[config.mk]
export PLATFORM = sky130hd
export DESIGN_NAME = vec_int_ctrl
export DESIGN_NICKNAME = d
export VERILOG_FILES = /design/src/rtl/mp_pkg.sv /design/src/rtl/irq_sync_edge.sv /design/src/rtl/vec_int_ctrl.sv
export SDC_FILE = /design/constraint.sdc
export NUM_CORES = 1
export LEC_CHECK = 0
export BUFFER_PORTS_ARGS = -buffer_cell sky130_fd_sc_hd__buf_2
export CAP_MARGIN = 20
export CORE_MARGIN = 3
export CORE_UTILIZATION = 51
export DETAILED_ROUTE_END_ITERATION = 10
export PLACE_DENSITY = 0.86
export SYNTH_ARGS = -nofsm -noshare
export SYNTH_HDL_FRONTEND = slang
export SYNTH_SLANG_ARGS = --single-unit
[constraint.sdc]
create_clock -name clk -period 1.7 [get_ports clk]
set_clock_uncertainty 0.15 [all_clocks]
set_input_delay 0.17 -clock clk [delete_from_list [all_inputs] [get_ports clk]]
set_output_delay 0.17 -clock clk [all_outputs]
set_load 0.1 [all_outputs]
[src/rtl/mp_pkg.sv]
// rtl/mp_pkg.sv - shared constants, FSM encoding and helpers for the vectored interrupt controller
package mp_pkg;

    localparam int NUM_IRQ = 4;
    localparam int IDX_W   = 2;

    // Handler placement in instruction memory; the core uses the same value.
    localparam logic [3:0] DEFAULT_VEC_BASE = 4'd12;

    typedef enum logic [1:0] {
        IDLE    = 2'd0,
        REQ     = 2'd1,
        SERVICE = 2'd2
    } state_t;

    function automatic logic [NUM_IRQ-1:0] onehot(input logic [IDX_W-1:0] idx);
        logic [NUM_IRQ-1:0] one;
        one = '0;
        one[idx] = 1'b1;
        return one;
    endfunction

endpackage

[src/rtl/irq_sync_edge.sv]
// rtl/irq_sync_edge.sv - two-flop synchroniser, history flop and rising-edge pulse for one line
module irq_sync_edge (
    input  logic clk,
    input  logic rst,
    input  logic din,
    output logic rise
);

    logic s1, s2, s3;
    logic f1, f2;
    logic armed;

    // Synchronise, keep history, and arm only after the line has been seen low
    // on a real (post-reset) sample so lines already high at release stay silent.
    always_ff @(posedge clk or negedge rst) begin
        if (!rst) begin
            s1    <= 1'b0;
            s2    <= 1'b0;
            s3    <= 1'b0;
            f1    <= 1'b0;
            f2    <= 1'b0;
            armed <= 1'b0;
        end else begin
            s1    <= din;
            s2    <= s1;
            s3    <= s2;
            f1    <= 1'b1;
            f2    <= f1;
            armed <= armed | (f2 & ~s2);
        end
    end

    assign rise = s2 & ~s3 & armed;

endmodule

[src/rtl/vec_int_ctrl.sv]
// rtl/vec_int_ctrl.sv - vectored interrupt controller: pending/mask, priority select, handshake FSM
module vec_int_ctrl
    import mp_pkg::*;
#(
    parameter logic [3:0] VEC_BASE = DEFAULT_VEC_BASE
) (
    input  logic               clk,
    input  logic               rst,
    input  logic [NUM_IRQ-1:0] irq_in,
    input  logic               mask_we,
    input  logic [NUM_IRQ-1:0] mask_in,
    input  logic               inta,
    input  logic               eoi,
    output logic               intr,
    output logic [3:0]         vector,
    output logic [NUM_IRQ-1:0] pending,
    output logic [NUM_IRQ-1:0] in_service,
    output logic [NUM_IRQ-1:0] mask,
    output logic               busy
);

    state_t               state, state_nxt;
    logic [NUM_IRQ-1:0]   rise;
    logic [NUM_IRQ-1:0]   eligible;
    logic [NUM_IRQ-1:0]   mask_nxt;
    logic [NUM_IRQ-1:0]   clr;
    logic [IDX_W-1:0]     sel_idx;
    logic [IDX_W-1:0]     win_idx;
    logic                 req_any;
    logic                 accept;

    for (genvar g = 0; g < NUM_IRQ; g++) begin : g_line
        irq_sync_edge u_sync (
            .clk  (clk),
            .rst  (rst),
            .din  (irq_in[g]),
            .rise (rise[g])
        );
    end

    assign eligible = pending & ~mask;
    assign req_any  = |eligible;
    // A same-edge mask write already counts against the request being held.
    assign mask_nxt = mask_we ? mask_in : mask;
    assign clr      = accept ? onehot(sel_idx) : '0;
    assign busy     = (state != IDLE);

    // Fixed priority: lowest index wins.
    always_comb begin
        win_idx = '0;
        for (int i = NUM_IRQ - 1; i >= 0; i--) begin
            if (eligible[i]) win_idx = i[IDX_W-1:0];
        end
    end

    // FSM state register.
    always_ff @(posedge clk or negedge rst) begin
        if (!rst) state <= IDLE;
        else      state <= state_nxt;
    end

    // Next-state and acceptance decode; inta beats a same-edge masking write.
    always_comb begin
        state_nxt = state;
        accept    = 1'b0;
        case (state)
            IDLE:    if (req_any) state_nxt = REQ;
            REQ: begin
                if (inta) begin
                    state_nxt = SERVICE;
                    accept    = 1'b1;
                end else if (mask_nxt[sel_idx] || !pending[sel_idx]) begin
                    state_nxt = IDLE;
                end
            end
            SERVICE: if (eoi) state_nxt = IDLE;
            default: state_nxt = IDLE;
        endcase
    end

    // Pending, mask, in-service and registered request/vector outputs.
    always_ff @(posedge clk or negedge rst) begin
        if (!rst) begin
            pending    <= '0;
            mask       <= '0;
            in_service <= '0;
            intr       <= 1'b0;
            vector     <= '0;
            sel_idx    <= '0;
        end else begin
            pending <= (pending & ~clr) | rise;
            if (mask_we) mask <= mask_in;
            if (accept) in_service <= onehot(sel_idx);
            else if (state == SERVICE && eoi) in_service <= '0;
            intr <= (state_nxt == REQ);
            if (state == IDLE && req_any) begin
                sel_idx <= win_idx;
                vector  <= VEC_BASE + {2'b00, win_idx};
            end
        end
    end

endmodule

== Word-level counts from Yosys, hierarchy flattened ==
Index checks and enable logic that the tools add are counted.

* Flip-flop bits (word level): 39
* Input port bits: 13
* Word-level logic and storage cells: 90
* Output and inout bits: 18

* Reduce and logical (&&, ||, !) cells: 9
* Equal/unequal tests: 3
* $add $sub $neg: 1
* $lt $le $gt $ge: 2
* Muxes and demuxes: 21
* Bitwise logic cells: 29

{| class="wikitable"
|+ Operator list
! operator !! count
|-
| $mux 2 || 8
|-
| $mux 4 || 4
|-
| $and 1x1->1 || 12
|-
| $and 4x4->4 || 2
|-
| $not 1->1 || 8
|-
| $not 4->4 || 2
|-
| $pmux 2 s3 || 1
|-
| $mux 1 || 5
|-
| $add 3x3->4 const A || 1
|-
| $bmux 1 s2 || 2
|-
| $eq 2x1->1 const B || 2
|-
| $or 1x1->1 || 4
|-
| $or 4x4->4 || 1
|-
| $reduce_bool 2->1 || 2
|-
| $reduce_or 4->1 || 1
|-
| $logic_and 1x1->1 || 3
|-
| $lt 2x3->1 const B || 1
|-
| $demux 1 s2 || 1
|-
| $eq 2x2->1 const B || 1
|-
| $ge 2x1->1 const B || 1
|-
| $logic_not 2->1 || 1
|-
| $logic_not 1->1 || 1
|-
| $logic_or 1x1->1 || 1
|}

== Logic depth before layout (Yosys ltp) ==
Gate-level depths: netlist (run 1).

* Depth in word-level cells: 8
* Depth in mapped cells: 4
* Gate-level depth less buffers: 4

== Modules after synthesis ==
Synthesis (run 1) repeated with hierarchy kept, for this count alone.

* Cells, all modules: 115
* Area total of the unflattened synthesis: 1516.5 um^2

{| class="wikitable"
|+ Modules (own cells, without submodules)
! module !! cells an instance !! times used !! seq. area each (um^2) !! area each (um^2)
|-
| vec_int_ctrl || 71 || 1 || 450.4 || 825.8
|-
| irq_sync_edge || 11 || 4 || 150.1 || 172.7
|}

== Worst setup path before layout (run 1) ==
OpenSTA, ideal clock, no wires.

* Path kind: register to register
* Start: register vector[0] (netlist name)
* End: register intr
* Data required time: 1.422 ns
* Path slack: -0.467 ns
* Period minus slack after synthesis: 2.167 ns
* Data arrival time: 1.888 ns
* Stages on the path, launching flop included: 5
* Buffers on the path: 1
* Path through: dfrtp_1 buf_2 mux4_2 nand3_1 o21ai_0

{| class="wikitable"
|+ RTL lines
! what !! line !! source
|-
| end signal: assignment || vec_int_ctrl.sv:95 || <nowiki>intr <= (state_nxt == REQ);</nowiki>
|-
| end: declaration || vec_int_ctrl.sv:14 || <nowiki>output logic intr,</nowiki>
|}

== Worst setup path in the final report (run 1) ==
* Start: register state[1]
* End: output port busy

* Cells in the longest elaborated chain, start to end: 1

{| class="wikitable"
|+ Ends and longest elaborated chain
! what !! line !! source
|-
| start: declaration || vec_int_ctrl.sv:22 || <nowiki>state_t state, state_nxt;</nowiki>
|-
| start signal: assignment || vec_int_ctrl.sv:59 || <nowiki>else state <= state_nxt;</nowiki>
|-
| $reduce_bool 2->1 || vec_int_ctrl.sv:46 || <nowiki>assign busy = (state != IDLE);</nowiki>
|-
| end: declaration || vec_int_ctrl.sv:19 || <nowiki>output logic busy</nowiki>
|}

No other way between the ends.

==> metrics.md, run 1 <==
| Metric | Value |
|---|---|
| Vias per cell | `5.240` |
| FMAX | `0.6193 GHz` |
| Ys flop type | `dfrtp_1` |
| Die ar. | `3292 sq um` |
| Tot GR Track Use | `18.48%` |
| Initial antenna violation count | `0` |
| Die H | `57.38 um` |
| Number of nets with antenna violations after routing | `0` |
| Critical path depth in cells | `2` |
| Min-delay src | `mask_we` |
| Worst R2R End | `vector[0]` |
| RSZ-0062 raised after global routing | `no` |
| Post-synthesis sequential area ratio | `66.91%` |
| Final Core Density | `73.29%` |
| # clock sinks | `36` |
| Clock slew seen by the registers of the worst setup and hold paths | `0.10 ns` |
| HPWL after detailed placement | `1876 um` |
| Worst Hold Path Cells | `2` |
| Top cell type's share of synthesized area | `66.91%` |
| Rows | `17` |
| Synth Area per Inst | `12.95 sq um` |
| Layout overhead on the synthesized area | `28.53%` |
| TritonCTS buffer count | `5` |
| Worst Reg2Reg Path Length in Cells | `4` |
| CTS Buffer Depth | `2` |
| Worst-skew pair later-pin latency | `0.33 ns` |
| Status | `complete, no violations` |
| Multi-input logic area | `407.9 sq um` |
| Register area | `928.4 sq um` |
| Fin. max-slew vios | `0` |
| Total grt overflow | `0` |
| Min Tclk post-route | `1.615 ns` |
| Final Cycle Share | `94.99%` |
| Reg2reg start | `pending[1]` |
| Worst path cell trace | `or2_4 > buf_4` |
| H-tree levels | `2` |
| CP Buf/Inv Count | `1` |
| Filler cell count | `164` |
| Yosys warns | `0` |
| Post-CTS setup buffer count | `0` |
| Synth cell types | `28` |
| Synth area leader | `dfrtp_1` |
| Layout cells sized above 1 | `39.07%` |
| Area contributors post-synth | `dfrtp_1 67%, a21o_1 3.3%, mux2_2 3.3%` |
| Post-synth EDFFs | `0` |
| FFs w/ async S/R, synth | `100.0%` |
| Post-synthesis register bit count | `36` |
| CTS root buffer | `clkbuf_4` |
| Initial Util | `57.02%` |
| Synthesized Nets | `117` |
| Setup crit start kind | `flop` |
| Drt first pass iters | `4` |
| DR vias | `938` |
| IO Count | `31` |
| Layout Nets | `163` |
| Wire per inst | `14.41 um` |
| CTS tree | `built` |
| Vias in the first global route | `1035` |
| CP Data Required Time | `1.38 ns` |
| Slowest-stage cell, CP | `dfrtp_1` |
| Syn Std Cell Area | `1346 sq um` |
| Initial DRC count | `21` |
| Routability cong. | `0.9325` |
| Drt drc | `0` |
| Port Buffers | `30` |
| N_diodes | `0` |
| Drt total wl | `2579 um` |
| Synth cell count leaders | `36 x dfrtp_1, 12 x nand2_1, 8 x o21ai_0` |
| Largest net degree at the start of global routing | `20` |
| Hold Crit Class | `primary input to flop` |
| Chip width | `57.38 um` |
| Placed instance area | `1568 sq um` |
| Synth Instances | `104` |
| Flop2flop setup slack | `0.10 ns` |
| Cell family with most CP delay | `flip-flops` |
| Final setup violation count | `0` |
| Critical path class | `flop to output pin` |
| Crit. End Element | `output pin` |
| Crit path max fanout | `6` |
| Max Cap Viol | `0` |
| Worst EP arrival | `1.29 ns` |
| Final Cell Area | `1730 sq um` |
| Worst path max stage delay | `0.44 ns` |
| First-pass GRT wire length | `4512 um` |
| Most frequent cell after synthesis | `dfrtp_1` |
| Worst Hold Path EP | `mask[2]` |
| CORE AREA | `2361 sq um` |
| Final hold slack | `0.01315 ns` |
| Final hold viol count | `0` |
[routing by layer]
| layer | GRT usage (%) | wire length (um) |
|---|---|---|
| met5 | 0 | 0 |
| met4 | 11.26 | 127 |
| met3 | 6.109 | 148 |
| met2 | 30.48 | 1302 |
| met1 | 20.54 | 1001 |
[cell usage in the layout (no fill, tap or decap), types with 2 or more instances in the layout]
cell type / n
dlygate4sd3_1: 11
clkbuf_4: 5
nand2_1: 12
inv_1: 7
mux2_2: 4
dfrtp_2: 4
and2b_1: 2
nor2_1: 2
dfrtp_1: 26
buf_2: 29
a31oi_1: 2
nor3_1: 2
nand2b_1: 2
dfrtp_4: 6
clkbuf_1: 2
nand3b_1: 3
nand3_1: 2
o21ai_0: 8
a21o_1: 6
[cell families (layout without fill, tap and decap cells)]
group                  Yosys count  count (layout)  share of synthesized area, %
multiplexers                     7               7                         6.877
other                            1               1                        0.2785
AO/OA/AOI/OAI                   20              20                         10.32
flip-flops                      36              36                         66.91
AND/OR/NAND/NOR                 30              30                         12.45
buffers and inverters           10              57                         3.160
[registers in the layout, indices dropped and copies added, names as in the netlist]
signal               flops
in_service               4
intr                     1
g_line.u_sync.s2         4
g_line.u_sync.f1         1
state                    2
g_line.u_sync.s1         4
g_line.u_sync.s3         4
g_line.u_sync.armed      4
g_line.u_sync.f2         1
mask                     4
pending                  4
vector                   3
[layout make-up]
cell class                 count  area share [%]
sequential                    36           53.65
clock buffer                   7           2.603
inverter                       7           1.518
multi-input combinational     58           23.57
tap                           28           2.025
timing repair buffer          42           16.34
clock inverter                 1          0.2892
[metrics by stage]
step                      TNS (ns)  worst slack (ns)  instances
final                            0           0.08523        179
after global routing             0           0.03640        179
after CTS                        0           0.02127        179
after detailed placement         0            0.1127        160
after global placement           0            0.1581        160
after floorplan           -0.02370          -0.02370        104
[repair_timing]
action / in CTS / in global routing
hold buffers: 11 / 0
endpoints found under the setup margin: 0 / 1
gates resized for setup: 0 / 2
hold endpoints to repair: 45 / 0
[worst max path at each step]
stage / start / end / slack (ns)
2_1_floorplan: pending[1] / vector[0] / -0.02
3_3_place_gp: pending[1] / vector[0] / 0.16
3_5_place_dp: pending[1] / vector[0] / 0.11
4_1_cts: state[1] / busy / 0.02
5_1_grt: vector[0] / vector[0] / 0.04
6_report: state[1] / busy / 0.09
Power of run 1 is not shown: default switching activity piles up to over one toggle a cycle in this logic, so the estimate is an artifact.
==> run 2: changes to the inputs <==
SETUP_SLACK_MARGIN = 0.2   (was unset)
==> metrics.md, run 2 (same netlist as run 1, synthesis figures left out) <==
| Metric | Value |
|---|---|
| # clock sinks | `36` |
| Layout cells sized above 1 | `41.83%` |
| Critical path class | `flop to flop` |
| Layout overhead on the synthesized area | `33.09%` |
| FMAX | `0.6221 GHz` |
| HPWL after detailed placement | `1878 um` |
| Total grt overflow | `0` |
| Die ar. | `3292 sq um` |
| Chip width | `57.38 um` |
| Final setup violation count | `0` |
| Initial antenna violation count | `0` |
| Initial DRC count | `31` |
| Status | `complete, no violations` |
| Drt total wl | `2703 um` |
| Hold Crit Class | `primary input to flop` |
| Setup crit start kind | `flop` |
| Wire per inst | `14.93 um` |
| Min Tclk post-route | `1.607 ns` |
| Slowest-stage cell, CP | `dfrtp_4` |
| Worst path max stage delay | `0.50 ns` |
| Vias per cell | `5.122` |
| Largest net degree at the start of global routing | `21` |
| Number of hold buffers added after CTS | `11` |
| Cell family with most CP delay | `flip-flops` |
| Tot GR Track Use | `19.53%` |
| Die H | `57.38 um` |
| Initial Util | `57.02%` |
| Final hold viol count | `0` |
| Worst-skew pair later-pin latency | `0.33 ns` |
| Drt first pass iters | `4` |
| Fin. max-slew vios | `0` |
| RSZ-0062 raised after global routing | `yes` |
| CTS Buffer Depth | `2` |
| CORE AREA | `2361 sq um` |
| CTS root buffer | `clkbuf_4` |
| Worst path cell trace | `and2b_2 > o21bai_4 > nor2b_4 > mux2_4` |
| CP Buf/Inv Count | `0` |
| Rows | `17` |
| H-tree levels | `2` |
| Crit. End Element | `flop` |
| CTS tree | `built` |
| Crit path max fanout | `4` |
| TritonCTS buffer count | `5` |
| Worst EP arrival | `1.68 ns` |
| Routability cong. | `0.8949` |
| Final hold slack | `0.01093 ns` |
| Clock slew seen by the registers of the worst setup and hold paths | `0.11 ns` |
| Vias in the first global route | `1118` |
| Most frequent cells in the layout | `25 x dfrtp_1, 17 x buf_2, 12 x nand2_1` |
| IO Count | `31` |
| N_diodes | `0` |
| Number of nets with antenna violations after routing | `0` |
| Drt drc | `0` |
| CP Data Required Time | `1.78 ns` |
| Layout Nets | `165` |
| Most common cell after layout, fill and taps aside | `dfrtp_1` |
| Port Buffers | `30` |
| Max Cap Viol | `0` |
| First-pass GRT wire length | `4740 um` |
| Final Cycle Share | `94.56%` |
| DR vias | `927` |
## run 2: metrics by stage
stage | setup TNS, ns | cells | util (%) | setup slack (ns) | area, sq um
after floorplan | -0.02370 | 104 | - | -0.02370 | 1386
after global placement | 0 | 161 | 66.24 | 0.1581 | 1564
after detailed placement | 0 | 161 | 66.24 | 0.1114 | 1564
after CTS | 0 | 181 | 74.77 | 0.09290 | 1765
after global routing | 0 | 181 | 75.89 | 0.05049 | 1792
final | 0 | 181 | 75.89 | 0.09256 | 1792
## run 2: final cells by class
| class | count | area [sq um] |
|---|---|---|
| Tap cell | 28 | 35.03 |
| Inverter | 7 | 26.28 |
| Multi-Input combinational cell | 58 | 409.1 |
| Sequential cell | 36 | 929.6 |
| Timing Repair Buffer | 44 | 332.8 |
| Fill cell | 143 | 569.3 |
| Clock buffer | 8 | 58.81 |
## run 2: what timing repair did
action,in CTS,in global routing
setup endpoints to repair,11,14
gates resized for setup,10,10
endpoints found under the hold margin,45,2
pin swaps,1,1
buffers inserted,1,1
## run 2: path summary, 6_finish.rpt
kind / startpoint / to / slack (ns) / cells past startpoint
setup reg to reg: pending[1] / vector[0] / 0.09 / 4
min in group asynchronous: rst / mask[3] / 0.05 / 2
max in group asynchronous: rst / pending[3] / 0.86 / 3
hold reg to reg: g_line[1].u_sync.s1 / g_line[1].u_sync.s2 / 0.21 / 0
hold / removal: inta / state[1] / 0.01 / 3
setup / recovery: pending[1] / vector[0] / 0.09 / 4
## run 2: tightest hold or removal path, cell delays in order
cell and delay (ns):
buf_2 0.12, nand3b_1 0.10, o21ai_1 0.07
## run 2: per-layer routing
| metal | up-vias | track usage (%) | wire length [um] |
|---|---|---|---|
| met5 | - | 0 | 0 |
| met4 | 0 | 9.934 | 48 |
| met3 | 6 | 8.597 | 165 |
| met2 | 37 | 33.39 | 1429 |
| met1 | 442 | 20.09 | 1059 |
| li1 | 442 | - | - |
Power of run 2 is left out for the same reason.
==> run 3: changes to the inputs <==
CELL_PAD_IN_SITES_DETAIL_PLACEMENT = 2   (was unset)
CELL_PAD_IN_SITES_GLOBAL_PLACEMENT = 2   (was unset)
CORE_UTILIZATION = 34   (was 51)
==> metrics.md, run 3 (same netlist as run 1, synthesis figures left out) <==
| Metric | Value |
|---|---|
| Status | `complete, but fails checks` |
| Met2 Resource Use GR | `35.00%` |
| Final Cell Area | `1836 sq um` |
| Clock slew seen by the registers of the worst setup and hold paths | `0.07 ns` |
| Number of nets with antenna violations after routing | `0` |
| Worst-skew pair later-pin latency | `0.29 ns` |
| Filler cell count | `389` |
| Largest net degree at the start of global routing | `16` |
| Worst path max stage delay | `0.49 ns` |
| Layout cells sized above 1 | `45.70%` |
| Vias per cell | `4.714` |
| Drt drc | `0` |
| Worst Reg2Reg Path Length in Cells | `4` |
| Wire per inst | `18.28 um` |
| Die ar. | `4751 sq um` |
| CORE AREA | `3744 sq um` |
| CTS tree | `built` |
| Crit path max fanout | `4` |
| HPWL after detailed placement | `2543 um` |
| Initial antenna violation count | `0` |
| Fin. max-slew vios | `0` |
| Hold Crit Class | `primary input to flop` |
| Met3 Track Usage GR | `4.376%` |
| Most frequent cells in the layout | `24 x dfrtp_1, 24 x buf_2, 12 x nand2_1` |
| Psw | `1972 uW` |
| Crit. End Element | `flop` |
| N_diodes | `0` |
| RSZ-0062 raised after global routing | `yes` |
| Placed Instances | `181` |
| # clock sinks | `36` |
| Multi-input logic area | `419.2 sq um` |
| Drt total wl | `3638 um` |
| Final hold viol count | `2` |
| Leakage | `0.0008571 uW` |
| Rows | `22` |
| First-pass GRT wire length | `5727 um` |
| Layout overhead on the synthesized area | `36.34%` |
| Total grt overflow | `0` |
| Number of hold buffers added after CTS | `8` |
| Final hold slack | `-0.001896 ns` |
| Vias in the first global route | `1081` |
| Cell Count, Final, Fillers Out | `199` |
| IO Count | `31` |
| Worst path cell trace | `and2b_1 > o21bai_4 > nor2b_4 > mux2_4` |
| Chip width | `68.93 um` |
| Min-delay src | `mask_in[0]` |
| Power per cell area | `2172 nW/um^2` |
| CP Data Required Time | `1.73 ns` |
| Worst R2R End | `vector[0]` |
| FMAX | `0.6211 GHz` |
| Worst Hold Path EP | `mask[0]` |
| Die H | `68.93 um` |
| DR vias | `938` |
| Worst EP arrival | `1.64 ns` |
| Internal power | `2015 uW` |
| Layout Nets | `163` |
| Final setup violation count | `0` |
| Max Cap Viol | `0` |
| Reg2reg start | `pending[0]` |
| Sequential share of power | `31.8%` |
| Port Buffers | `30` |
| Register area | `930.9 sq um` |
| GR peak layer | `met2` |
| Flop2flop setup slack | `0.09 ns` |
| TritonCTS buffer count | `5` |
| CP Buf/Inv Count | `0` |
| Switching share of power | `49.47%` |
| Setup crit start kind | `flop` |
| Routability cong. | `0.7349` |
| CTS root buffer | `clkbuf_8` |
| Initial DRC count | `45` |
| Tot GR Track Use | `17.81%` |
| Peak supply drop | `0.7497 mV` |
| Placed instance area | `1589 sq um` |
| Logic pwr share | `49.6%` |
| Final Cycle Share | `94.70%` |
| Drt first pass iters | `2` |
| Failing checks | `negative hold slack` |
| Cell family with most CP delay | `flip-flops` |
| CTS Buffer Depth | `2` |
| Clk pwr share | `18.6%` |
| Critical path class | `flop to flop` |
| H-tree levels | `2` |
| Min Tclk post-route | `1.610 ns` |
| Initial Util | `35.96%` |
| Worst Hold Path Cells | `2` |
| Met1 Use GR | `18.01%` |
| Slowest-stage cell, CP | `dfrtp_4` |
-- run 3: cell types whose count changed in the layout (fill, tap and decap cells not counted), sizes merged --
| cell | previous run | this run |
|---|---|---|
| bufinv | 0 | 1 |
| dlygate4sd3 | 10 | 8 |
| buf | 29 | 32 |
| clkbuf | 13 | 7 |
| clkinvlp | 0 | 1 |
| clkinv | 0 | 1 |
-- run 3: worst max path at each step --
stage	slack (ns)	depth (start not counted)	end	startpoint
floorplan	-0.02	4	vector[0]	pending[1]
global placement	0.15	4	vector[0]	pending[1]
detailed placement	0.12	4	vector[0]	pending[1]
CTS	0.1	4	vector[0]	pending[1]
global route	0.03	4	intr	mask[0]
finish	0.09	4	vector[0]	pending[0]
-- run 3: area by class of cell --
cell class | instances | share of cell area, %
Inverter | 7 | 1.431
Sequential cell | 36 | 50.72
Multi-Input combinational cell | 58 | 22.84
Tap cell | 48 | 3.272
Clock buffer | 5 | 3.749
Timing Repair Buffer | 42 | 15.68
Clock inverter | 3 | 2.318
-- run 3: power groups by stage --
stage	Sequential, uW	Combinational (uW)	Clock [uW]
detailed placement	1280	1810	0
CTS	1270	1860	766
floorplan	2120	633	0
global placement	1260	1770	0
global route	1310	2080	804
finish	1270	1980	740
-- run 3: metrics by stage --
stage	setup WS [ns]	hold slack (ns)	total power [uW]	util, %	setup TNS, ns
global route	0.02724	-0.003722	4188	49.03	0
CTS	0.09714	-0.02357	3896	47.76	0
global placement	0.1512	-0.06344	3031	42.45	0
detailed placement	0.1180	-0.06553	3094	42.45	0
floorplan	-0.02370	-0.2756	2757	-	-0.02370
finish	0.09002	-0.001896	3987	49.03	0
-- run 3: repair_timing --
item	in CTS	in global routing
buffers inserted	0	2
setup endpoints to repair	7	10
hold endpoints to repair	45	2
gates resized for setup	4	11
-- run 3: layer usage --
| metal | up-vias | part of all wire, % |
|---|---|---|
| met2 | 26 | 59 |
| met3 | 9 | 3.2 |
| li1 | 434 | - |
| met1 | 469 | 36 |
| met4 | 0 | 1.9 |
| met5 | - | 0 |
Power figures use the tool's default switching activity.
